--- src/rtl/multiplier.sv ---
// Multi-cycle radix-2 shift-add multiplier, signed/unsigned.
// Start/busy handshake; result held until the next completed operation.
module multiplier #(
  parameter int WIDTH = 32
) (
  input  logic             clk,
  input  logic             resetn,
  input  logic [WIDTH-1:0] i_multiplicand,
  input  logic [WIDTH-1:0] i_multiplier,
  input  logic             i_is_unsigned,
  input  logic             i_mul_start,
  output logic [WIDTH-1:0] o_product_hi,
  output logic [WIDTH-1:0] o_product_lo,
  output logic             o_mul_busy,
  output logic             o_mul_done
);

  typedef enum logic [1:0] {
    IDLE,
    CALC,
    FIX
  } state_e;

  localparam int CW = $clog2(WIDTH + 1);
  localparam logic [CW-1:0] LAST = CW'(WIDTH - 1);

  state_e             state_q, state_d;
  logic [WIDTH-1:0]   a_q, a_d;
  logic [2*WIDTH-1:0] acc_q, acc_d;
  logic               neg_q, neg_d;
  logic [CW-1:0]      cnt_q, cnt_d;
  logic [WIDTH-1:0]   hi_q, hi_d;
  logic [WIDTH-1:0]   lo_q, lo_d;
  logic               done_q, done_d;

  logic [WIDTH-1:0]   a_abs, b_abs;
  logic               a_neg, b_neg;
  logic [WIDTH:0]     sum;
  logic [2*WIDTH-1:0] prod;

  assign a_neg = ~i_is_unsigned & i_multiplicand[WIDTH-1];
  assign b_neg = ~i_is_unsigned & i_multiplier[WIDTH-1];
  assign a_abs = a_neg ? (~i_multiplicand + 1'b1) : i_multiplicand;
  assign b_abs = b_neg ? (~i_multiplier + 1'b1) : i_multiplier;

  // Next-state, datapath step and result fix-up.
  always_comb begin
    state_d = state_q;
    a_d     = a_q;
    acc_d   = acc_q;
    neg_d   = neg_q;
    cnt_d   = cnt_q;
    hi_d    = hi_q;
    lo_d    = lo_q;
    done_d  = 1'b0;
    sum     = {1'b0, acc_q[2*WIDTH-1:WIDTH]}
            + (acc_q[0] ? {1'b0, a_q} : '0);
    prod    = neg_q ? (~acc_q + 1'b1) : acc_q;
    unique case (state_q)
      IDLE: begin
        if (i_mul_start) begin
          a_d     = a_abs;
          acc_d   = {{WIDTH{1'b0}}, b_abs};
          neg_d   = a_neg ^ b_neg;
          cnt_d   = '0;
          state_d = CALC;
        end
      end
      CALC: begin
        acc_d = {sum, acc_q[WIDTH-1:1]};
        cnt_d = cnt_q + 1'b1;
        if (cnt_q == LAST) state_d = FIX;
      end
      FIX: begin
        hi_d    = prod[2*WIDTH-1:WIDTH];
        lo_d    = prod[WIDTH-1:0];
        done_d  = 1'b1;
        state_d = IDLE;
      end
      default: state_d = IDLE;
    endcase
  end

  // State and datapath registers.
  always_ff @(posedge clk or negedge resetn) begin
    if (!resetn) begin
      state_q <= IDLE;
      a_q     <= '0;
      acc_q   <= '0;
      neg_q   <= 1'b0;
      cnt_q   <= '0;
      hi_q    <= '0;
      lo_q    <= '0;
      done_q  <= 1'b0;
    end else begin
      state_q <= state_d;
      a_q     <= a_d;
      acc_q   <= acc_d;
      neg_q   <= neg_d;
      cnt_q   <= cnt_d;
      hi_q    <= hi_d;
      lo_q    <= lo_d;
      done_q  <= done_d;
    end
  end

  assign o_product_hi = hi_q;
  assign o_product_lo = lo_q;
  assign o_mul_busy   = (state_q != IDLE);
  assign o_mul_done   = done_q;

endmodule

--- config.mk ---
export PLATFORM = sky130hd
export DESIGN_NAME = multiplier
export DESIGN_NICKNAME = d
export VERILOG_FILES = /design/src/rtl/multiplier.sv
export SDC_FILE = /design/constraint.sdc
export NUM_CORES = 1
export LEC_CHECK = 0
export BUFFER_PORTS_ARGS = -buffer_cell sky130_fd_sc_hd__buf_4
export CORE_ASPECT_RATIO = 0.9
export CORE_MARGIN = 2
export CORE_UTILIZATION = 38
export CTS_CLUSTER_SIZE = 40
export DETAILED_ROUTE_END_ITERATION = 6
export PLACE_DENSITY = 0.52
export REMOVE_ABC_BUFFERS = 1
export SLEW_MARGIN = 0
export SYNTH_ARGS = -nofsm -noshare
export SYNTH_HDL_FRONTEND = slang
export SYNTH_SLANG_ARGS = --single-unit
--- constraint.sdc ---
create_clock -name clk -period 4 [get_ports clk]
set_input_delay 0.4 -clock clk [delete_from_list [all_inputs] [get_ports clk]]
set_output_delay 0.4 -clock clk [all_outputs]
set_load 0.05 [all_outputs]
==> results.py, run 1 <==
metrics = {
    "critical_path": {
        "timing.reg2reg.setup_slack_ns": 0.74,
        "crit_start": "acc_q[9]",
        "critPathArrivalTime_ns": 3.56,
        "critical_path_peak_fanout": 9,
        "worst_r2r_endpoint": "o_product_hi[30]",
        "crit_path_cell_trace": "or4_1, nor3_1, nand4_4, or4_4, or3_4, o21ai_1, xor2_1, o21ai_1",
        "crit_path_start_kind": "register",
        "reg2reg_depth": 8,
        "timing.critical_path.to": "o_product_hi[30]",
        "worstSetupEndpointType": "register",
        "crit_required_ns": 4.30,
        "slowest_stage": "sky130_fd_sc_hd__or4_1",
        "critical-path-max-stage-delay_ns": 0.57,
        "rr_startpoint": "acc_q[9]",
        "critPathMostFrequentCell": "sky130_fd_sc_hd__o21ai_1",
        "path_class": "reg2reg",
    },
    "synth": {
        "ys_seq_elements": 170,
        "synth-edff-count": 0,
        "netlist_area_sq_um": 10660,
        "yosysSeqAreaShare": 0.3989,
        "ys_warn_count": 0,
        "synth_ff_type": "sky130_fd_sc_hd__dfrtp_1",
        "yosys-top-cells-area": "sky130_fd_sc_hd__dfrtp_1 (40%), sky130_fd_sc_hd__o21ai_0 (9.1%), sky130_fd_sc_hd__xor2_1 (7.4%)",
        "synth_top_cell_area_share": 0.3989,
        "synthesized_area_per_cell_sq_um": 8.586,
        "synth.most_common_cell": "sky130_fd_sc_hd__o21ai_0",
        "post_synth_inst_count": 1242,
        "distinct_cell_type_count_after_synthesis": 55,
        "synth_commonest_cells": "sky130_fd_sc_hd__o21ai_0 (194), sky130_fd_sc_hd__dfrtp_1 (170), sky130_fd_sc_hd__nand2_1 (164)",
        "synth_largest_area_cell": "sky130_fd_sc_hd__dfrtp_1",
        "async_reset_ff_frac": 1.000,
    },
    "cts": {
        "master_cell_of_the_clock_root_buffer": "sky130_fd_sc_hd__clkbuf_16",
        "cts.sink_count": 170,
        "cts_resized": 0,
        "cts_max_path_buffers": 2,
        "cts_inserted_buffers": 17,
        "insertion_delay_ns": 0.43,
        "ctsHoldBuffers": 0,
        "post-cts-setup-buffers": 0,
        "tritoncts_clock_tree": "built",
        "clk_transition_reported_paths_ns": 0.07,
        "cts.htree.levels": 4,
    },
    "floorplan": {
        "area_enclosed_by_the_die_boundary_sq_um": 29420,
        "core.rowCount": 58,
        "floorplan.initialDensity": 0.3837,
        "io_pins": 134,
        "coreArea_sq_um": 27790,
        "dieHeight_um": 162.9,
        "floorplan.die.width_um": 180.6,
    },
    "pwr": {
        "powerDensity_nw_per_um2": 610.7,
        "leakage_nw": 5.409,
        "max-vdd-ir-drop_v": 0.0003074,
    },
    "global_route": {
        "globalRouteMet1Util": 0.3059,
        "number_of_antenna_violations_at_the_first_check_in_global_routing": 0,
        "gr_met2_demand_resource": 0.3217,
        "grt_usage": 0.2070,
        "global_route.overflow_total": 0,
        "grt_pass1_wl_um": 48420,
        "busiest_layer": "met2",
        "globalRouteMet3Util": 0.02750,
        "grt_start_max_net_pins": 93,
        "grt_pass1_vias": 8867,
    },
    "outcome": {
        "failing_checks": "negative hold slack",
        "status": "complete, but fails checks",
    },
    "timing": {
        "final_hold_viol_count": 3,
        "timing.hold.ws_ns": -0.008907,
        "tightest_slew_ns": 1.175,
        "grt_setup_unrepaired": "no",
        "fin_crit_ns": 3.257,
        "part_of_the_cycle_the_worst_path_needs": 0.8142,
        "worst_slew_margin_rel": 0.2154,
        "setup_skew_ns": 0.01328,
        "max_clock_freq_ghz": 0.3070,
        "setup_tns_ns": 0,
        "finalMaxSlewViolations": 0,
        "final_count_of_negative_setup_slack_endpoints": 0,
    },
    "routing": {
        "num_vias": 9125,
        "drt_pre_antenna_iters": 5,
        "detail_route.vias_per_cell": 5.324,
        "avgRoutedWirePerCell_um": 17.54,
        "drt-total-wl_um": 30060,
        "dr.first_iter.drc_count": 613,
        "drc": 0,
        "drt.antenna.violating_nets": 0,
    },
    "place": {
        "place_congestion": 0.8746,
        "numPlacedInstances": 1682,
        "io_buffers": 133,
        "dpl.hpwl_um": 21850,
    },
    "min_path": {
        "hold_path_class": "in2async",
    },
    "final_layout": {
        "post_route_cells_drive_above_1_share": 0.1411,
        "antenna-diode-count": 0,
        "syn2layout_area_growth_pct": 17.70,
        "design.final.nets": 1446,
        "layoutNonFillerInstCount": 1714,
    },
    "job": {
        "timing.max_cap.violations": 0,
    },
}
==> flip-flops by register name, summed over array words and instances (netlist names) <==
signal / count
neg_q: 1
o_product_lo: 32
state_q: 2
a_q: 32
o_product_hi: 32
acc_q: 64
cnt_q: 6
o_mul_done: 1
==> layer usage <==
metal  part of all wire  wire length, um
met5                  0                0
met4              0.012              364
met3              0.038             1155
met2               0.44            13250
met1               0.51            15290
==> report_power, final <==
group	total (mW)	leakage (nW)	switching (mW)	internal (mW)
combinational	3.16	3.12	1.78	1.38
sequential	2.87	2.03	0.682	2.19
clock	1.63	0.254	0.762	0.867
total	7.66	5.41	3.22	4.44
==> kinds of logic (layout without fill, tap and decap cells) <==
kind of cell    count (synthesis)  after routing  share of synthesized area
fa+ha+maj                      37             37                    0.04412
compound gates                387            387                     0.2126
xor+xnor                      147            147                     0.1207
mux                             2              2                   0.001877
flops                         170            170                     0.3989
simple gates                  412            412                     0.1911
buf+inv                        87            199                    0.03062
==> area by class of cell <==
class / count / area [sq um]
clock inverter: 12 / 116.4
inverter: 22 / 82.58
timing repair buffer: 145 / 1105
tap: 360 / 450.4
sequential: 170 / 4255
clock buffer: 20 / 436.7
multi-input combinational: 985 / 6106
fill: 2837 / 15240
==> cell usage in the layout (no fill, tap or decap), types with 3 or more instances in the layout <==
cell type and instances:
sky130_fd_sc_hd__dfrtp_1 169, sky130_fd_sc_hd__clkinvlp_4 5, sky130_fd_sc_hd__nor2_1 55, sky130_fd_sc_hd__a21oi_1 59, sky130_fd_sc_hd__xor2_1 90, sky130_fd_sc_hd__clkbuf_16 17
sky130_fd_sc_hd__nand3b_1 5, sky130_fd_sc_hd__a31oi_1 9, sky130_fd_sc_hd__a21o_1 11, sky130_fd_sc_hd__a22oi_1 31, sky130_fd_sc_hd__o31ai_1 29, sky130_fd_sc_hd__o41ai_1 13
sky130_fd_sc_hd__o21a_1 6, sky130_fd_sc_hd__nor4_1 15, sky130_fd_sc_hd__or3_1 16, sky130_fd_sc_hd__nor3b_1 4, sky130_fd_sc_hd__nand4_1 8, sky130_fd_sc_hd__inv_1 22
sky130_fd_sc_hd__xnor2_1 57, sky130_fd_sc_hd__or2_2 4, sky130_fd_sc_hd__o21ai_1 13, sky130_fd_sc_hd__o21ai_0 194, sky130_fd_sc_hd__clkbuf_1 3, sky130_fd_sc_hd__ha_1 36
sky130_fd_sc_hd__or4_1 11, sky130_fd_sc_hd__nand2b_1 10, sky130_fd_sc_hd__o211ai_1 3, sky130_fd_sc_hd__nand2_1 163, sky130_fd_sc_hd__and3_1 3, sky130_fd_sc_hd__nor2b_1 7
sky130_fd_sc_hd__buf_4 143, sky130_fd_sc_hd__nand3_1 37, sky130_fd_sc_hd__inv_6 4, sky130_fd_sc_hd__and2_1 36, sky130_fd_sc_hd__nor3_1 22, sky130_fd_sc_hd__a211oi_1 3
==> critical path, delay by kind of cell (launching register included) <==
kind            cells  cell delay [ns]
compound gates      2             0.30
xor+xnor            1             0.17
flops               1             0.43
simple gates        5             2.23
==> stage by stage <==
stage	hold slack, ns	worst slack, ns	total power [mW]	utilization	area, sq um
floorplan	0.1044	0.6821	5.042	-	10420
global placement	0.4554	0.8213	6.035	0.4317	12000
global route	0.06724	0.4680	8.272	0.4516	12550
detailed placement	0.4654	0.7971	6.048	0.4317	12000
finish	-0.008907	0.7431	7.665	0.4516	12550
CTS	0.03866	0.7741	7.711	0.4516	12550
==> how the worst min path moves through the flow <==
stage                            end  slack [ns]  cells past startpoint
floorplan                     a_q[0]        0.10                      0
CTS                 o_product_lo[10]        0.04                      1
global route        o_product_lo[10]        0.07                      1
detailed placement            a_q[0]        0.47                      2
finish              o_product_lo[10]      -0.009                      1
global placement              a_q[8]        0.46                      2
(Power assumes the default switching activity.)
==> inputs of run 2 (changes only) <==
- PLACE_DENSITY: 0.52 -> 0.54
- clock period: 4 -> 2.69 ns (I/O delays scaled with it)
==> run 2 against run 1 <==
Net effect:
- the run ends with negative setup slack left
- sequential share of layout area down 4.2 points
- combinational power up 120%
- setup slack worse by 0.87 ns
- critical endpoint is now acc_q[50]
- highest routed layer unchanged
- design area up 14%
- largest power group unchanged
- non-clock buffer count up 170
==> results.py, run 2 (synthesis gave the netlist of run 1 again) <==
metrics = {
    "routing": {
        "dr.first_iter.drc_count": 717,
        "avgRoutedWirePerCell_um": 17.06,
        "drc": 0,
        "drt.antenna.violating_nets": 0,
        "drt_pre_antenna_iters": 5,
        "num_vias": 9992,
        "drt-total-wl_um": 32130,
        "detail_route.vias_per_cell": 5.304,
    },
    "final_layout": {
        "syn2layout_area_growth_pct": 34.28,
        "multi_input_area_sq_um": 6521,
        "flip_flop_count_of_the_largest_register_after_layout": 64,
        "antenna-diode-count": 0,
        "layout_common_cells": "sky130_fd_sc_hd__buf_4 (302), sky130_fd_sc_hd__o21ai_0 (175), sky130_fd_sc_hd__dfrtp_1 (168), sky130_fd_sc_hd__nand2_1 (159), sky130_fd_sc_hd__xor2_1 (89)",
        "layoutNonFillerInstCount": 1884,
        "register_with_the_highest_flop_count": "acc_q",
        "final-seq-area_sq_um": 4257,
        "layout.cells.most_common": "sky130_fd_sc_hd__buf_4",
        "design.final.nets": 1616,
        "post_route_cells_drive_above_1_share": 0.2802,
        "filler_cell_count": 2643,
    },
    "cts": {
        "clk_transition_reported_paths_ns": 0.07,
        "insertion_delay_ns": 0.44,
        "cts_inserted_buffers": 17,
        "cts.sink_count": 170,
        "master_cell_of_the_clock_root_buffer": "sky130_fd_sc_hd__clkbuf_16",
        "cts.htree.levels": 4,
        "tritoncts_clock_tree": "built",
        "cts_max_path_buffers": 2,
    },
    "pwr": {
        "max-vdd-ir-drop_v": 0.0004780,
        "powerDensity_nw_per_um2": 943.2,
        "p_comb_frac": 0.525,
        "netSwitchingFraction": 0.4045,
        "switching_power_mw": 5.464,
        "leakage_nw": 6.303,
        "report.power.total_mw": 13.51,
        "p_int_mw": 8.043,
        "clockPowerShare": 0.179,
        "p_seq_frac": 0.296,
    },
    "timing": {
        "setup_skew_ns": 0.01798,
        "worst_slack_ns": -0.1253,
        "part_of_the_cycle_the_worst_path_needs": 1.047,
        "final_count_of_negative_setup_slack_endpoints": 14,
        "grt_setup_unrepaired": "yes",
        "final_hold_viol_count": 0,
        "tightest_slew_ns": 0.9523,
        "finalMaxSlewViolations": 0,
        "max_clock_freq_ghz": 0.3552,
        "worst_slew_margin_rel": 0.3651,
        "setup_tns_ns": -0.7926,
        "fin_crit_ns": 2.815,
        "timing.hold.ws_ns": 0.1017,
    },
    "floorplan": {
        "core.rowCount": 58,
        "dieHeight_um": 162.9,
        "area_enclosed_by_the_die_boundary_sq_um": 29420,
        "floorplan.die.width_um": 180.6,
        "floorplan.initialDensity": 0.3837,
        "io_pins": 134,
        "coreArea_sq_um": 27790,
    },
    "outcome": {
        "failing_checks": "negative setup slack",
        "status": "complete, but fails checks",
    },
    "place": {
        "io_buffers": 133,
        "placement.setup.worst_slack_ns": -0.4229,
        "dpl.hpwl_um": 23500,
        "place_congestion": 0.8796,
        "numPlacedInstances": 1832,
    },
    "critical_path": {
        "path_class": "reg2reg",
        "reg2reg_depth": 13,
        "critPathArrivalTime_ns": 3.14,
        "worstSetupEndpointType": "register",
        "worst_r2r_endpoint": "acc_q[50]",
        "crit_path_start_kind": "register",
        "critical_path_peak_fanout": 6,
        "crit_required_ns": 3.02,
        "rr_startpoint": "acc_q[0]",
        "timing.reg2reg.setup_slack_ns": -0.13,
    },
    "min_path": {
        "hold-path-endpoint": "neg_q",
        "hold_path.startpoint": "i_is_unsigned",
        "hold_path_class": "in2reg",
        "worstHoldPathCells": 2,
    },
    "global_route": {
        "number_of_antenna_violations_at_the_first_check_in_global_routing": 0,
        "grt_start_max_net_pins": 73,
        "grt_pass1_vias": 9576,
        "grt_usage": 0.2177,
        "global_route.overflow_total": 0,
        "grt_pass1_wl_um": 51120,
    },
    "job": {
        "timing.max_cap.violations": 0,
    },
}
## run 2: changes by cell type in the layout (fill, tap and decap cells not counted), moves of 7 or more
cell / change
sky130_fd_sc_hd__o21ai_1: +13
sky130_fd_sc_hd__ha_4: +9
sky130_fd_sc_hd__a21oi_1: -13
sky130_fd_sc_hd__ha_1: -11
sky130_fd_sc_hd__buf_6: +7
sky130_fd_sc_hd__o21ai_0: -19
sky130_fd_sc_hd__buf_4: +159
sky130_fd_sc_hd__a21oi_2: +13
## run 2: stage by stage
| step | util | area [sq um] |
|---|---|---|
| 6_report | 0.5152 | 14320 |
| 5_1_grt | 0.5152 | 14320 |
| 4_1_cts | 0.5050 | 14040 |
| 3_5_place_dp | 0.4736 | 13160 |
| 3_3_place_gp | 0.4736 | 13160 |
| 2_1_floorplan | - | 10420 |
## run 2: worst max path at each step
stage,startpoint,slack (ns),end,cells after the start
2_1_floorplan,state_q[1],-0.63,acc_q[10],4
3_3_place_gp,acc_q[31],-0.32,o_product_hi[31],10
3_5_place_dp,acc_q[0],-0.42,acc_q[60],12
4_1_cts,acc_q[20],-0.11,o_product_hi[22],9
5_1_grt,acc_q[17],-0.25,o_product_hi[22],9
6_report,acc_q[0],-0.13,acc_q[50],13
## run 2: cell type report
cell class	count	area share
Clock buffer	20	0.03119
Clock inverter	12	0.008038
Inverter	22	0.005767
Multi-Input combinational cell	985	0.4554
Sequential cell	170	0.2972
Tap cell	360	0.03145
Timing Repair Buffer	315	0.1709
## run 2: per-layer routing
metal	track usage	vias to the layer above	part of all wire
met4	0.04765	0	0.014
li1	-	4969	-
met3	0.02840	25	0.043
met2	0.3503	267	0.46
met5	0	-	0
met1	0.3137	4731	0.49
## run 2: power groups by stage
stage	combinational (mW)	clock, mW	sequential, mW
3_5_place_dp	6.26	0	3.98
6_report	7.09	2.42	4.00
4_1_cts	6.63	2.47	3.97
2_1_floorplan	3.48	0	4.01
5_1_grt	7.80	2.56	4.09
3_3_place_gp	6.20	0	3.96
## run 2: critical path: stages, from the launching register on
cell and delay (ns):
sky130_fd_sc_hd__dfrtp_2 0.48, sky130_fd_sc_hd__buf_6 0.17, sky130_fd_sc_hd__nand2_4 0.07, sky130_fd_sc_hd__inv_2 0.05, sky130_fd_sc_hd__ha_4 0.20, sky130_fd_sc_hd__a211o_1 0.33
sky130_fd_sc_hd__a211oi_2 0.25, sky130_fd_sc_hd__o22a_1 0.24, sky130_fd_sc_hd__a31oi_4 0.15, sky130_fd_sc_hd__a31oi_4 0.29, sky130_fd_sc_hd__buf_4 0.17, sky130_fd_sc_hd__o21ai_2 0.05
sky130_fd_sc_hd__xor2_1 0.14, sky130_fd_sc_hd__o2bb2ai_1 0.12
## run 2: repair_timing
item | CTS | global route
resized for setup | 53 | 55
gates cloned | 2 | 1
hold endpoints to repair | 52 | 0
endpoints found under the setup margin | 30 | 48
setup buffers | 6 | 11
hold buffers | 1 | 0
pin swaps | 25 | 55
